[src/rtl/id_stage.sv]
// Instruction decode stage for an RV32I pipeline.
// Register-file read addresses come straight from the fetched instruction;
// every other output is decoded and registered for the execute stage.
module id_stage (
    input  logic        clk,
    input  logic        rst_n,
    input  logic [31:0] inst_i,
    input  logic [31:0] inst_addr_i,
    input  logic [31:0] op1_i,
    input  logic [31:0] op2_i,
    output logic [4:0]  rs1_addr_o,
    output logic [4:0]  rs2_addr_o,
    output logic [31:0] inst_o,
    output logic [31:0] inst_addr_o,
    output logic [4:0]  rd_addr_o,
    output logic        wen_o,
    output logic        ram_en_o,
    output logic        ram_rw_o,
    output logic        J_o,
    output logic        flag_t_o,
    output logic [3:0]  oprt_o,
    output logic [31:0] op1_o,
    output logic [31:0] op2_o,
    output logic [31:0] ram_indata_o
);

    localparam logic [6:0] OpcOp     = 7'b0110011;
    localparam logic [6:0] OpcOpImm  = 7'b0010011;
    localparam logic [6:0] OpcLoad   = 7'b0000011;
    localparam logic [6:0] OpcStore  = 7'b0100011;
    localparam logic [6:0] OpcLui    = 7'b0110111;
    localparam logic [6:0] OpcAuipc  = 7'b0010111;
    localparam logic [6:0] OpcJal    = 7'b1101111;
    localparam logic [6:0] OpcJalr   = 7'b1100111;
    localparam logic [6:0] OpcBranch = 7'b1100011;

    localparam logic [3:0] AluAdd  = 4'd0;
    localparam logic [3:0] AluSub  = 4'd1;
    localparam logic [3:0] AluSll  = 4'd2;
    localparam logic [3:0] AluSlt  = 4'd3;
    localparam logic [3:0] AluSltu = 4'd4;
    localparam logic [3:0] AluXor  = 4'd5;
    localparam logic [3:0] AluSrl  = 4'd6;
    localparam logic [3:0] AluSra  = 4'd7;
    localparam logic [3:0] AluOr   = 4'd8;
    localparam logic [3:0] AluAnd  = 4'd9;

    localparam logic [31:0] InstNop = 32'h0000_0013;

    logic [6:0]  opcode;
    logic [2:0]  funct3;
    logic [4:0]  rd;
    logic [31:0] imm_i;
    logic [31:0] imm_s;
    logic [31:0] imm_u;
    logic [31:0] shamt;

    assign opcode = inst_i[6:0];
    assign funct3 = inst_i[14:12];
    assign rd     = inst_i[11:7];
    assign imm_i  = {{20{inst_i[31]}}, inst_i[31:20]};
    assign imm_s  = {{20{inst_i[31]}}, inst_i[31:25], inst_i[11:7]};
    assign imm_u  = {inst_i[31:12], 12'b0};
    assign shamt  = {27'b0, inst_i[24:20]};

    // Register-file read ports are driven with zero latency, independent of reset.
    assign rs1_addr_o = inst_i[19:15];
    assign rs2_addr_o = inst_i[24:20];

    logic [31:0] inst_d, inst_q;
    logic [31:0] inst_addr_d, inst_addr_q;
    logic [4:0]  rd_addr_d, rd_addr_q;
    logic        wen_d, wen_q;
    logic        ram_en_d, ram_en_q;
    logic        ram_rw_d, ram_rw_q;
    logic        j_d, j_q;
    logic        flag_t_d, flag_t_q;
    logic [3:0]  oprt_d, oprt_q;
    logic [31:0] op1_d, op1_q;
    logic [31:0] op2_d, op2_q;
    logic [31:0] ram_indata_d, ram_indata_q;

    // ALU operation for the register and immediate arithmetic groups.
    function automatic logic [3:0] alu_from_funct3(input logic [2:0] f3, input logic alt);
        logic [3:0] op;
        case (f3)
            3'b000:  op = alt ? AluSub : AluAdd;
            3'b001:  op = AluSll;
            3'b010:  op = AluSlt;
            3'b011:  op = AluSltu;
            3'b100:  op = AluXor;
            3'b101:  op = alt ? AluSra : AluSrl;
            3'b110:  op = AluOr;
            default: op = AluAnd;
        endcase
        return op;
    endfunction

    // Decode the fetched instruction into next-state values; unknown opcodes become bubbles.
    always_comb begin
        inst_d       = inst_i;
        inst_addr_d  = inst_addr_i;
        rd_addr_d    = rd;
        wen_d        = 1'b0;
        ram_en_d     = 1'b0;
        ram_rw_d     = 1'b0;
        j_d          = 1'b0;
        flag_t_d     = 1'b0;
        oprt_d       = AluAdd;
        op1_d        = 32'b0;
        op2_d        = 32'b0;
        ram_indata_d = 32'b0;

        case (opcode)
            OpcOp: begin
                op1_d  = op1_i;
                op2_d  = op2_i;
                oprt_d = alu_from_funct3(funct3, inst_i[30]);
                wen_d  = 1'b1;
            end
            OpcOpImm: begin
                op1_d = op1_i;
                // Immediate shifts take the 5-bit shamt, not the full I-immediate.
                op2_d  = (funct3 == 3'b001 || funct3 == 3'b101) ? shamt : imm_i;
                // inst[30] only selects SRAI; ADDI has no subtract form.
                oprt_d = alu_from_funct3(funct3, (funct3 == 3'b101) && inst_i[30]);
                wen_d  = 1'b1;
            end
            OpcLoad: begin
                op1_d    = op1_i;
                op2_d    = imm_i;
                ram_en_d = 1'b1;
                wen_d    = 1'b1;
            end
            OpcStore: begin
                op1_d        = op1_i;
                op2_d        = imm_s;
                ram_en_d     = 1'b1;
                ram_rw_d     = 1'b1;
                ram_indata_d = op2_i;
            end
            OpcLui: begin
                op2_d = imm_u;
                wen_d = 1'b1;
            end
            OpcAuipc: begin
                op1_d = inst_addr_i;
                op2_d = imm_u;
                wen_d = 1'b1;
            end
            OpcJal, OpcJalr: begin
                // Link value pc+4; the jump target is formed downstream.
                j_d   = 1'b1;
                op1_d = inst_addr_i;
                op2_d = 32'd4;
                wen_d = 1'b1;
            end
            OpcBranch: begin
                flag_t_d = 1'b1;
                op1_d    = op1_i;
                op2_d    = op2_i;
                case (funct3[2:1])
                    2'b00:   oprt_d = AluSub;
                    2'b10:   oprt_d = AluSlt;
                    2'b11:   oprt_d = AluSltu;
                    default: oprt_d = AluAdd;
                endcase
            end
            default: ;
        endcase

        // x0 is never written.
        if (rd == 5'd0) begin
            wen_d = 1'b0;
        end
    end

    // Pipeline register; reset presents a NOP to the next stage.
    always_ff @(posedge clk or negedge rst_n) begin
        if (!rst_n) begin
            inst_q       <= InstNop;
            inst_addr_q  <= 32'b0;
            rd_addr_q    <= 5'b0;
            wen_q        <= 1'b0;
            ram_en_q     <= 1'b0;
            ram_rw_q     <= 1'b0;
            j_q          <= 1'b0;
            flag_t_q     <= 1'b0;
            oprt_q       <= AluAdd;
            op1_q        <= 32'b0;
            op2_q        <= 32'b0;
            ram_indata_q <= 32'b0;
        end else begin
            inst_q       <= inst_d;
            inst_addr_q  <= inst_addr_d;
            rd_addr_q    <= rd_addr_d;
            wen_q        <= wen_d;
            ram_en_q     <= ram_en_d;
            ram_rw_q     <= ram_rw_d;
            j_q          <= j_d;
            flag_t_q     <= flag_t_d;
            oprt_q       <= oprt_d;
            op1_q        <= op1_d;
            op2_q        <= op2_d;
            ram_indata_q <= ram_indata_d;
        end
    end

    assign inst_o       = inst_q;
    assign inst_addr_o  = inst_addr_q;
    assign rd_addr_o    = rd_addr_q;
    assign wen_o        = wen_q;
    assign ram_en_o     = ram_en_q;
    assign ram_rw_o     = ram_rw_q;
    assign J_o          = j_q;
    assign flag_t_o     = flag_t_q;
    assign oprt_o       = oprt_q;
    assign op1_o        = op1_q;
    assign op2_o        = op2_q;
    assign ram_indata_o = ram_indata_q;

endmodule

[config.mk]
export PLATFORM = sky130hd
export DESIGN_NAME = id_stage
export DESIGN_NICKNAME = d
export VERILOG_FILES = /design/src/rtl/id_stage.sv
export SDC_FILE = /design/constraint.sdc
export NUM_CORES = 1
export LEC_CHECK = 0
export BUFFER_PORTS_ARGS = -buffer_cell sky130_fd_sc_hd__clkbuf_2
export CAP_MARGIN = 10
export CORE_AREA = 2 2 123 125
export CTS_CLUSTER_DIAMETER = 200
export DETAILED_ROUTE_END_ITERATION = 8
export DIE_AREA = 0 0 125 127
export PLACE_DENSITY_LB_ADDON = 0.1
export RECOVER_POWER = 100
export SLEW_MARGIN = 0
export SYNTH_ARGS = -nofsm -noshare
export SYNTH_HDL_FRONTEND = slang
export SYNTH_SLANG_ARGS = --single-unit
[constraint.sdc]
create_clock -name clk -period 0.8 [get_ports clk]
set_clock_uncertainty 0.05 [all_clocks]
set_input_delay 0.16 -clock clk [delete_from_list [all_inputs] [get_ports clk]]
set_output_delay 0.16 -clock clk [all_outputs]
set_load 0.02 [all_outputs]
======== Yosys cells after proc, flatten, opt, wreduce, memory -nomap -nowiden ========
Index checks and enable logic that the tools add are counted.
word-level totals
  flip-flop bits (word level) ............. 174
  output and inout port bits .............. 184
  logic and storage cells ................. 59
  input bits .............................. 130
operators by class
  eq/ne operators ......................... 17
  mux-type cells .......................... 18
  reductions and logical operators ........ 12
operator list
  cell                                           number
  case mux 32 bit (6 select lines)               1
  2-to-1 mux 32 bit                              2
  case mux 32 bit (2 select lines)               1
  case mux 4 bit (7 select lines)                2
  == test 7 x 6 -> 1 bit, second input constant  3
  == test 7 bit, second input constant           3
  == test 7 x 5 -> 1 bit, second input constant  2
  case mux 4 bit (3 select lines)                1
  2-to-1 mux 1 bit                               10
  == test 3 bit, second input constant           3
  case mux 3 bit (3 select lines)                1
  OR reduction 2 bit                             4
  == test 7 x 2 -> 1 bit, second input constant  1
  OR reduction 7 bit                             1
  == test 3 x 2 -> 1 bit, second input constant  2
  logical NOT 5 bit                              1
  OR reduction 5 bit                             1
  == test 2 bit, second input constant           2
  == test 3 x 1 -> 1 bit, second input constant  1
  logical NOT 3 bit                              1
  OR reduction 3 bit                             1
  logical NOT 2 bit                              1
  logical AND 1 bit                              1
  logical OR 1 bit                               1

======== Longest topological paths before layout ========
Gate-level depths: netlist of the first run.
  depth in word-level cells ............... 5
  gate-level depth with buffers ........... 7
  mapped depth without buffers ............ 4

======== Least setup slack after synthesis of the first run ========
Ideal clock, no wire load.
  kind .................................... input-to-reg
  start point ............................. input inst_i[2]
  end point ............................... register op2_q[16], in the netlist op2_o[16]
  buffers on the path ..................... 3
  arrival time ............................ 1.296 ns
  required time ........................... 0.684 ns
  cell stages on the path ................. 7
  setup time .............................. 0.066 ns
  setup slack ............................. -0.612 ns
  cells stage by stage .................... nand4bb_1 -> buf_2 -> or2_1 -> buf_6 -> nor3b_4 -> buf_6 -> a221o_1
between the ends
  longest elaborated chain between the ends .. 3
  elaborated cells on any way between the ends .. 13
  those cells by class .................... 9 x eq/ne; 1 x mux; 3 x reduce/logical
ends and longest elaborated chain
  element                                       line  source
  start: declaration                            7     input logic [31:0] inst_i,
  == test 7 bit (tied with other cells)         114   case (opcode)
  OR reduction 2 bit, on equally long branches  n/a
  case mux 32 bit (6 select lines) *            114
  named net op2_d[16]                           80    logic [31:0] op2_d, op2_q;
  end signal: assignment                        204   op2_q <= op2_d;
  end: declaration                              80
Mark *: on every way through the listed nets, which the timed path passes. The rest lies on a longest branch.

======== Worst setup path in the final report of the first run ========
  start point ............................. register inst_q[0], in the netlist inst_o[0]
  end point ............................... output inst_o[0]
RTL lines
  element                   line  source
  start: declaration        70    logic [31:0] inst_d, inst_q;
  start signal: assignment  181   inst_q <= InstNop;
  start signal: assignment  194   inst_q <= inst_d;
  end: declaration          13    output logic [31:0] inst_o,
No word-level cell between the ends.

==> results of run 1 <==
==> worst max path at each step <==
stage                end  slack [ns]  cells after the start
2_1_floorplan  op2_o[16]       -0.61                      7
3_3_place_gp    op2_o[0]       -0.73                      7
3_5_place_dp    op2_o[1]       -0.75                      7
4_1_cts        inst_o[1]       -0.52                      1
5_1_grt        inst_o[0]       -0.54                      1
6_report       inst_o[0]       -0.51                      1
==> through the flow <==
stage / hold slack (ns) / area [um2] / TNS, ns
after global routing: -0.08179 / 11570 / -123.45
final: -0.07493 / 11570 / -104.67
after floorplan: -0.1856 / 5684 / -50.04
after CTS: -0.09146 / 10600 / -93.76
after global placement: -0.05112 / 7895 / -67.47
after detailed placement: -0.05415 / 7895 / -68.04
==> synthesized netlist by cell type (2+ instances only) <==
cell type | count | area (um2)
a21oi_1 | 4 | 20.02
a221o_1 | 6 | 60.06
a221o_2 | 18 | 202.7
a22o_1 | 38 | 332.8
and2_1 | 36 | 225.2
buf_2 | 13 | 65.06
buf_4 | 15 | 112.6
buf_6 | 3 | 33.78
clkbuf_1 | 3 | 11.26
clkbuf_2 | 2 | 10.01
dfrtp_1 | 166 | 4154
dfstp_2 | 3 | 78.83
inv_1 | 2 | 7.510
nand2b_1 | 2 | 12.51
nand3b_1 | 2 | 15.01
nor2_1 | 13 | 48.80
nor2b_1 | 3 | 18.77
nor3_1 | 3 | 15.01
==> registers in the layout, indices dropped and copies added (netlist names) <==
signal,cells
op2_o,32
rd_addr_o,4
ram_indata_o,32
flag_t_o,1
J_o,1
inst_o,28
inst_addr_o,32
oprt_o,4
ram_rw_o,1
ram_en_o,1
op1_o,32
wen_o,1
==> kinds of logic after synthesis <==
group,Yosys count,share of synthesized area [%]
xor gates and xnor gates,1,0.1564
muxes,1,0.1787
buffers and inverters,38,4.289
AOI/OAI and AO/OA,77,12.53
DFF,169,75.56
and+or+nand+nor,66,7.282
==> power by group <==
| part | total, W | switching, W | internal, W | leakage, nW |
|---|---|---|---|---|
| sequential | 0.00893 | 0.000137 | 0.00879 | 2.20 |
| combinational | 0.00274 | 0.00124 | 0.00151 | 3.19 |
| clock | 0.00828 | 0.00333 | 0.00494 | 0.286 |
| total | 0.0199 | 0.00471 | 0.0152 | 5.68 |
==> per-layer routing <==
layer / track usage, % / vias up / wire, um
met4: 12.68 / 0 / 864
met1: 30.06 / 2607 / 7900
met3: 7.119 / 61 / 1545
met2: 44.12 / 281 / 11850
li1: - / 2284 / -
met5: 0 / - / 0
==> final cells by class <==
class | instances | area share, %
Clock inverter | 9 | 0.9844
Inverter | 2 | 0.06491
Clock buffer | 23 | 4.219
Sequential cell | 169 | 36.65
Tap cell | 184 | 1.990
Multi-Input combinational cell | 145 | 11.22
Timing Repair Buffer | 537 | 44.87
==> what timing repair did <==
action / CTS / global route
resized for setup: 85 / 511
endpoints found under the setup margin: 276 / 277
pin swaps: 28 / 34
gates cloned: 13 / 0
buffers inserted: 15 / 6
hold endpoints to repair: 329 / 10
==> flow_summary.ini, run 1 <==
[logic_synthesis]
ys_types = 38
avgSynthCellArea_um2 = 15.91
synth_flop_cell = dfrtp_1
synthCells = 352
seq_area_frac_synth_pct = 75.56
synthArstFlopShare_pct = 100.0
ys_seq_elements = 169
ys_warn_count = 0
syn-cell-area_um2 = 5602
syn-num-nets = 482
synth_edf_count = 0

[setup_path]
crit_path_max_fanout = 1
critPathTopFamily = flip-flops
crit_path_end_kind = output pin
cp_cell_sequence = buf_8
cp.arrival_ns = 1.10
required_ns = 0.59
crit_path_max_incr_delay_ns = 0.56
slowest_stage = dfstp_2
path_class = flip-flop to output pin
critPathLaunch = inst_o[0]
crit_buf_inv = 1
crit_path_start_kind = flip-flop

[timing]
setup_viol = 410
post-route-period-util_pct = 164.2
worst_slack_ns = -0.5135
whs_ns = -0.07493
worst_pin_slew_ns = 0.4418
fin_crit_ns = 1.313
rsz0062_at_grt = yes
relSlewSlack_pct = 70.55
slew_viol_final = 0
fmax_mhz = 761.3
hold_violations = 7

[flow_run]
cap_violations = 0

[finish]
area_growth_pct = 106.5
regArea_um2 = 4239
final_common_cell = buf_6
final_cell_mix = 165 x buf_6, 161 x dfrtp_1, 125 x dlygate4sd3_1, 96 x clkbuf_2, 50 x clkbuf_1
instances_no_fill = 1069
diodes = 0
nNetsFinal = 1002
fillerInstances = 833
multi_input_area_um2 = 1297
fin_util_pct = 80.19
drive_above_1_share_pct = 51.75

[worst_hold_path]
holdPathStages = 2
hold_class = input pin to flip-flop
worstHoldEndpoint = op2_o[15]
min_from = inst_i[15]

[floorplan]
die_height_um = 127
io-pin-count = 314
coreArea_um2 = 14420
dieArea_um2 = 15880
start_util_pct = 38.84
dieWidth_um = 125
num_rows = 44

[power_and_ir_drop]
vdd.ir_drop.worst_mv = 1.434
p_total_w = 0.01995
p_leak_nw = 5.676
power.density_nw_per_um2 = 1725

[placement]
place_inst = 879
gp_congestion = 0.8214
place_ws_ns = -0.7464
dp_hpwl_um = 12540
io_buffers = 313

[clock_tree]
cts.path.max_buffers = 2
clk_pin_slew_worst_paths_ns = 0.06
h-tree-depth = 4
cts_tree = done
cts_hold_buf = 127
clockRootBuffer = clkbuf_16
cts_buffers = 17
clock_sinks = 169

[run_status]
outcome = finished, violations left
failed_checks = negative hold slack, negative setup slack

[detailed_routing]
viasPerCell = 4.895
dr.first_iter.drc_count = 225
finalWirelength_um = 22170
drtPass1Iterations = 6
num_vias = 5233
drc = 0
wl_per_cell_um = 20.73
postRouteAntennaNets = 0

[global_routing]
antenna_found_initial = 0
first_global_vias = 5548
grtUsageTotal_pct = 25.75
grt_pass1_wl_um = 30420
grt_max_degree = 41
overflow = 0
(Power assumes the default switching activity.)
==> run 2: changes to the inputs <==
--- a/config.mk
+++ b/config.mk
@@ -13,7 +13,6 @@
 export DIE_AREA = 0 0 125 127
 export PLACE_DENSITY_LB_ADDON = 0.1
 export RECOVER_POWER = 100
-export SLEW_MARGIN = 0
 export SYNTH_ARGS = -nofsm -noshare
 export SYNTH_HDL_FRONTEND = slang
 export SYNTH_SLANG_ARGS = --single-unit
==> constraint.sdc (replaced) <==
create_clock -name clk -period 1.45 [get_ports clk]
set_clock_uncertainty 0.05 [all_clocks]
set_input_delay 0.29 -clock clk [delete_from_list [all_inputs] [get_ports clk]]
set_output_delay 0.29 -clock clk [all_outputs]
set_load 0.02 [all_outputs]
==> run 2 against run 1 <==
Compared with the run above:
- the run now ends clean
- flip-flop and latch count unchanged
- sequential power down 45%
- global-route usage down 4.8 points
- critical path depth up 3
- count of clock-buffer cells in the layout down 1
- worst hold slack better by 0.11 ns
- wire length down 26%
- clock power down 43%
- first-iteration DRC count down 22%
- die area unchanged
- non-clock buffer count down 134
- cell area down 27%
==> flow_summary.ini, run 2 (synthesized netlist as in run 1, its figures left out) <==
[clock_tree]
clock_sinks = 169
cts_tree = done
clk_pin_slew_worst_paths_ns = 0.06
cts_buffers = 17
clockRootBuffer = clkbuf_16
cts.path.max_buffers = 2
cts_setup_buffers = 0
h-tree-depth = 4

[setup_path]
critPathTopFamily = buffers and inverters
cp.arrival_ns = 1.67
required_ns = 1.69
crit_path_max_fanout = 3
path_class = input pin to flip-flop
cp_cell_sequence = dlygate4sd3_1, buf_6, or4_4, o32a_1
slowest_stage = dlygate4sd3_1
crit_path_max_incr_delay_ns = 0.56
crit_path_start_kind = input pin
crit_path_end_kind = flip-flop
crit_buf_inv = 2

[detailed_routing]
viasPerCell = 4.709
postRouteAntennaNets = 0
drtPass1Iterations = 5
num_vias = 4403
wl_per_cell_um = 17.63
drc = 0
dr.first_iter.drc_count = 175
finalWirelength_um = 16480

[finish]
nNetsFinal = 868
diodes = 0
final_cell_mix = 232 x clkbuf_1, 166 x dfrtp_1, 88 x clkbuf_2, 54 x dlygate4sd3_1, 38 x a22o_1
multi_input_area_um2 = 1136
drive_above_1_share_pct = 23.30
fillerInstances = 1296
regArea_um2 = 4233
area_growth_pct = 50.68
final_common_cell = clkbuf_1

[floorplan]
dieArea_um2 = 15880
coreArea_um2 = 14420
die_height_um = 127
start_util_pct = 38.84
dieWidth_um = 125
io-pin-count = 314
num_rows = 44

[timing]
worst_pin_slew_ns = 0.5633
rsz0062_at_grt = no
finalSetupTns_ns = 0
slew_viol_final = 0
fin_crit_ns = 1.428
hold_violations = 0
fmax_mhz = 700.4
post-route-period-util_pct = 98.46
setup_viol = 0
relSlewSlack_pct = 62.45

[placement]
gp_congestion = 0.8153
io_buffers = 313
dp_hpwl_um = 11930

[global_routing]
grt_max_degree = 47
grtUsageTotal_pct = 20.95
grt_pass1_wl_um = 25380
first_global_vias = 4610
antenna_found_initial = 0
overflow = 0

[power_and_ir_drop]
vdd.ir_drop.worst_mv = 0.6686
swShare_pct = 22.45
power.density_nw_per_um2 = 1252
p_total_w = 0.01057
cellInternalPower_w = 0.008194
clockPowerShare_pct = 45.0
p_leak_nw = 4.004
switching_power_w = 0.002372
comb_power_share_pct = 8.8
pwr-share-seq_pct = 46.2

[run_status]
outcome = complete, no violations

[worst_hold_path]
min_from = op1_i[10]
holdPathStages = 2
worstHoldEndpoint = op1_o[10]
hold_class = input pin to flip-flop

[flow_run]
cap_violations = 0
==> run 2: layer usage <==
layer  GRT usage (%)  wire length (um)  vias up
met4           7.451               299        0
li1                -                 -     2005
met1           24.96              6509     2165
met2           36.06              8467      211
met3           6.658              1205       22
met5               0                 0        -
==> run 2: through the flow <==
stage	util [%]	setup WS (ns)	hold WS [ns]	cells	cell area [um2]
after floorplan	-	-0.09207	-0.05559	352	5625
after global placement	52.75	-0.1856	0.1427	851	7609
after detailed placement	52.75	-0.2030	0.1507	851	7609
after CTS	60.99	0.0003256	0.01650	937	8797
after global routing	58.52	0.002709	0.01933	935	8441
final	58.52	0.02226	0.03993	935	8441
==> run 2: cell type report <==
cell class	count	area share, %
flip-flops and latches	169	50.15
repair buffers	403	26.10
multi-input cells	145	13.46
clock buffers	22	5.500
well taps	184	2.728
clock inverters	10	1.972
inverters	2	0.08894
==> run 2: power groups by stage <==
| stage | Clock [W] | Sequential (W) | Combinational [W] |
|---|---|---|---|
| finish | 0.00475 | 0.00489 | 0.000928 |
| CTS | 0.00487 | 0.00489 | 0.00102 |
| detailed placement | 0 | 0.00497 | 0.000896 |
| global route | 0.00508 | 0.00489 | 0.00101 |
| global placement | 0 | 0.00497 | 0.000888 |
| floorplan | 0 | 0.00514 | 0.000166 |
==> run 2: what timing repair did <==
item / in CTS / in global routing
pin swaps: 0 / 1
hold buffers: 54 / 0
endpoints found under the setup margin: 2 / 5
gates resized for setup: 4 / 10
hold endpoints to repair: 81 / 0
==> run 2: worst max-delay path by stage <==
stage               startpoint        end  slack, ns  depth (start not counted)
floorplan            inst_i[2]  op2_o[16]      -0.09                          7
global placement     inst_i[2]   op2_o[1]      -0.19                          7
detailed placement   inst_i[2]   op2_o[0]      -0.20                          7
CTS                  inst_o[4]  inst_o[4]     0.0003                          1
global route         inst_o[1]  inst_o[1]      0.003                          1
finish               inst_i[9]      wen_o       0.02                          4
==> run 3: changes to the inputs <==
--- a/config.mk
+++ b/config.mk
@@ -9,9 +9,11 @@
 export CAP_MARGIN = 10
 export CORE_AREA = 2 2 123 125
 export CTS_CLUSTER_DIAMETER = 200
+export CTS_CLUSTER_SIZE = 10
 export DETAILED_ROUTE_END_ITERATION = 8
 export DIE_AREA = 0 0 125 127
-export PLACE_DENSITY_LB_ADDON = 0.1
+export GPL_TIMING_DRIVEN = 0
+export PLACE_DENSITY_LB_ADDON = 0.25
 export RECOVER_POWER = 100
 export SYNTH_ARGS = -nofsm -noshare
 export SYNTH_HDL_FRONTEND = slang
==> run 3 against run 2 <==
Compared with the run above:
- the flow now finishes with violations (negative setup slack)
- global-route usage increased by 1.4 points
- wire length increased by 8.0%
- combinational power increased by 9.9%
- fmax decreased by 1.8%
- sequential share of layout area decreased by 2.3 points
- power increased by 2.5%
- critical path depth unchanged
==> flow_summary.ini, run 3 (synthesized netlist as in run 1, its figures left out) <==
[worst_hold_path]
min_from = op1_i[28]
hold_class = input pin to flip-flop
holdPathStages = 2
worstHoldEndpoint = op1_o[28]

[detailed_routing]
wl_per_cell_um = 18.73
viasPerCell = 4.754
drtPass1Iterations = 4
num_vias = 4516
drc = 0
dr.first_iter.drc_count = 203
finalWirelength_um = 17800
postRouteAntennaNets = 0

[timing]
worst_slack_ns = -0.003206
fin_crit_ns = 1.453
relSlewSlack_pct = 69.99
post-route-period-util_pct = 100.2
worst_pin_slew_ns = 0.4502
rsz0062_at_grt = yes
slew_viol_final = 0
whs_ns = 0.02674
hold_violations = 0
setup_viol = 1
fmax_mhz = 688.1

[clock_tree]
clock_sinks = 169
cts.path.max_buffers = 2
h-tree-depth = 4
cts_tree = done
clk_pin_slew_worst_paths_ns = 0.07
clockRootBuffer = clkbuf_16
cts_buffers = 17

[global_routing]
grtUsageTotal_pct = 22.36
overflow = 0
met2_usage_pct = 39.10
first_global_vias = 4872
grtUsageMet3_pct = 7.873
antenna_found_initial = 0
grt_max_degree = 91
grt_util_met1_pct = 26.33
grt.busiest_layer = met2
grt_pass1_wl_um = 26950

[power_and_ir_drop]
power.density_nw_per_um2 = 1225
switching_power_w = 0.002504
clockPowerShare_pct = 45.5
cellInternalPower_w = 0.008326
swShare_pct = 23.12
p_leak_nw = 4.689
vdd.ir_drop.worst_mv = 0.6988
comb_power_share_pct = 9.4
pwr-share-seq_pct = 45.1
p_total_w = 0.01083

[finish]
drive_above_1_share_pct = 47.52
stdcell_area_um2 = 8842
final_common_cell = clkbuf_2
final_cell_mix = 251 x clkbuf_2, 166 x dfrtp_1, 61 x dlygate4sd3_1, 54 x clkbuf_1, 38 x a22o_1
nNetsFinal = 883
instances_no_fill = 950
diodes = 0
area_growth_pct = 57.85

[floorplan]
dieWidth_um = 125
coreArea_um2 = 14420
io-pin-count = 314
die_height_um = 127
num_rows = 44
dieArea_um2 = 15880
start_util_pct = 38.84

[placement]
dpl_cell_area_um2 = 7458
dp_hpwl_um = 12400
gp_congestion = 0.8440
place_inst = 850
io_buffers = 313

[setup_path]
required_ns = 1.70
crit_path_max_fanout = 3
crit_path_end_kind = flip-flop
cp.arrival_ns = 1.70
crit_path_start_kind = input pin
path_class = input pin to flip-flop

[run_status]
failed_checks = negative setup slack
outcome = finished, violations left

[flow_run]
cap_violations = 0
## run 3: cell types whose count changed in the layout (fill, tap and decap cells not counted), moves of 7 or more
cell / delta
clkbuf_2: +163
buf_12: -8
dlygate4sd3_1: +7
buf_2: +8
buf_6: +9
clkbuf_1: -178
and2_1: +9
and2_0: -9
## run 3: final cells by class
type                    instances  area, um2
plain buffers                  34      259.0
multi-input cells             145       1159
clock inverters                12      186.4
flip-flops and latches        169       4233
fillers                      1181       5582
repair buffers                384       2301
well taps                     184      230.2
clock buffers                  20      466.7
inverters                       2      7.507
## run 3: power by group through the flow
stage          Sequential (W)  Clock (W)  Combinational (W)
2_1_floorplan         0.00514          0           0.000166
6_report              0.00489    0.00492            0.00102
3_3_place_gp          0.00497          0           0.000848
5_1_grt               0.00490    0.00522            0.00109
4_1_cts               0.00489    0.00503            0.00102
3_5_place_dp          0.00497          0           0.000871
## run 3: critical path, stage by stage
cell           delay (ns)
dlygate4sd3_1        0.54
clkbuf_2             0.14
or4_1                0.53
o32a_1               0.20
## run 3: worst max path at each step
stage / from / to / cells past startpoint
5_1_grt: inst_i[3] / op2_o[20] / 9
2_1_floorplan: inst_i[2] / op2_o[16] / 7
6_report: inst_i[9] / wen_o / 4
3_3_place_gp: rst_n / inst_o[14] / 1
3_5_place_dp: inst_i[4] / op2_o[20] / 6
4_1_cts: inst_o[0] / inst_o[0] / 1
## run 3: repair_timing
item,CTS,global route
hold buffers,61,0
pin swaps,0,3
gates cloned,0,2
hold endpoints to repair,139,0
gates resized for setup,18,29
endpoints found under the setup margin,60,160
setup buffers,0,8
## run 3: stage by stage
step / utilization [%] / TNS (ns) / worst slack [ns]
finish: 61.30 / -0.003206 / -0.003206
global route: 61.30 / -0.03927 / -0.01034
CTS: 60.86 / -0.006404 / -0.006404
detailed placement: 51.71 / -46.60 / -0.8300
global placement: 51.46 / -506.80 / -2.749
floorplan: - / -2.328 / -0.09207
## run 3: per-layer routing
| layer | part of all wire (%) | vias up |
|---|---|---|
| li1 | - | 2038 |
| met4 | 1.3 | 0 |
| met5 | 0 | - |
| met3 | 6.6 | 20 |
| met1 | 39 | 2249 |
| met2 | 53 | 209 |
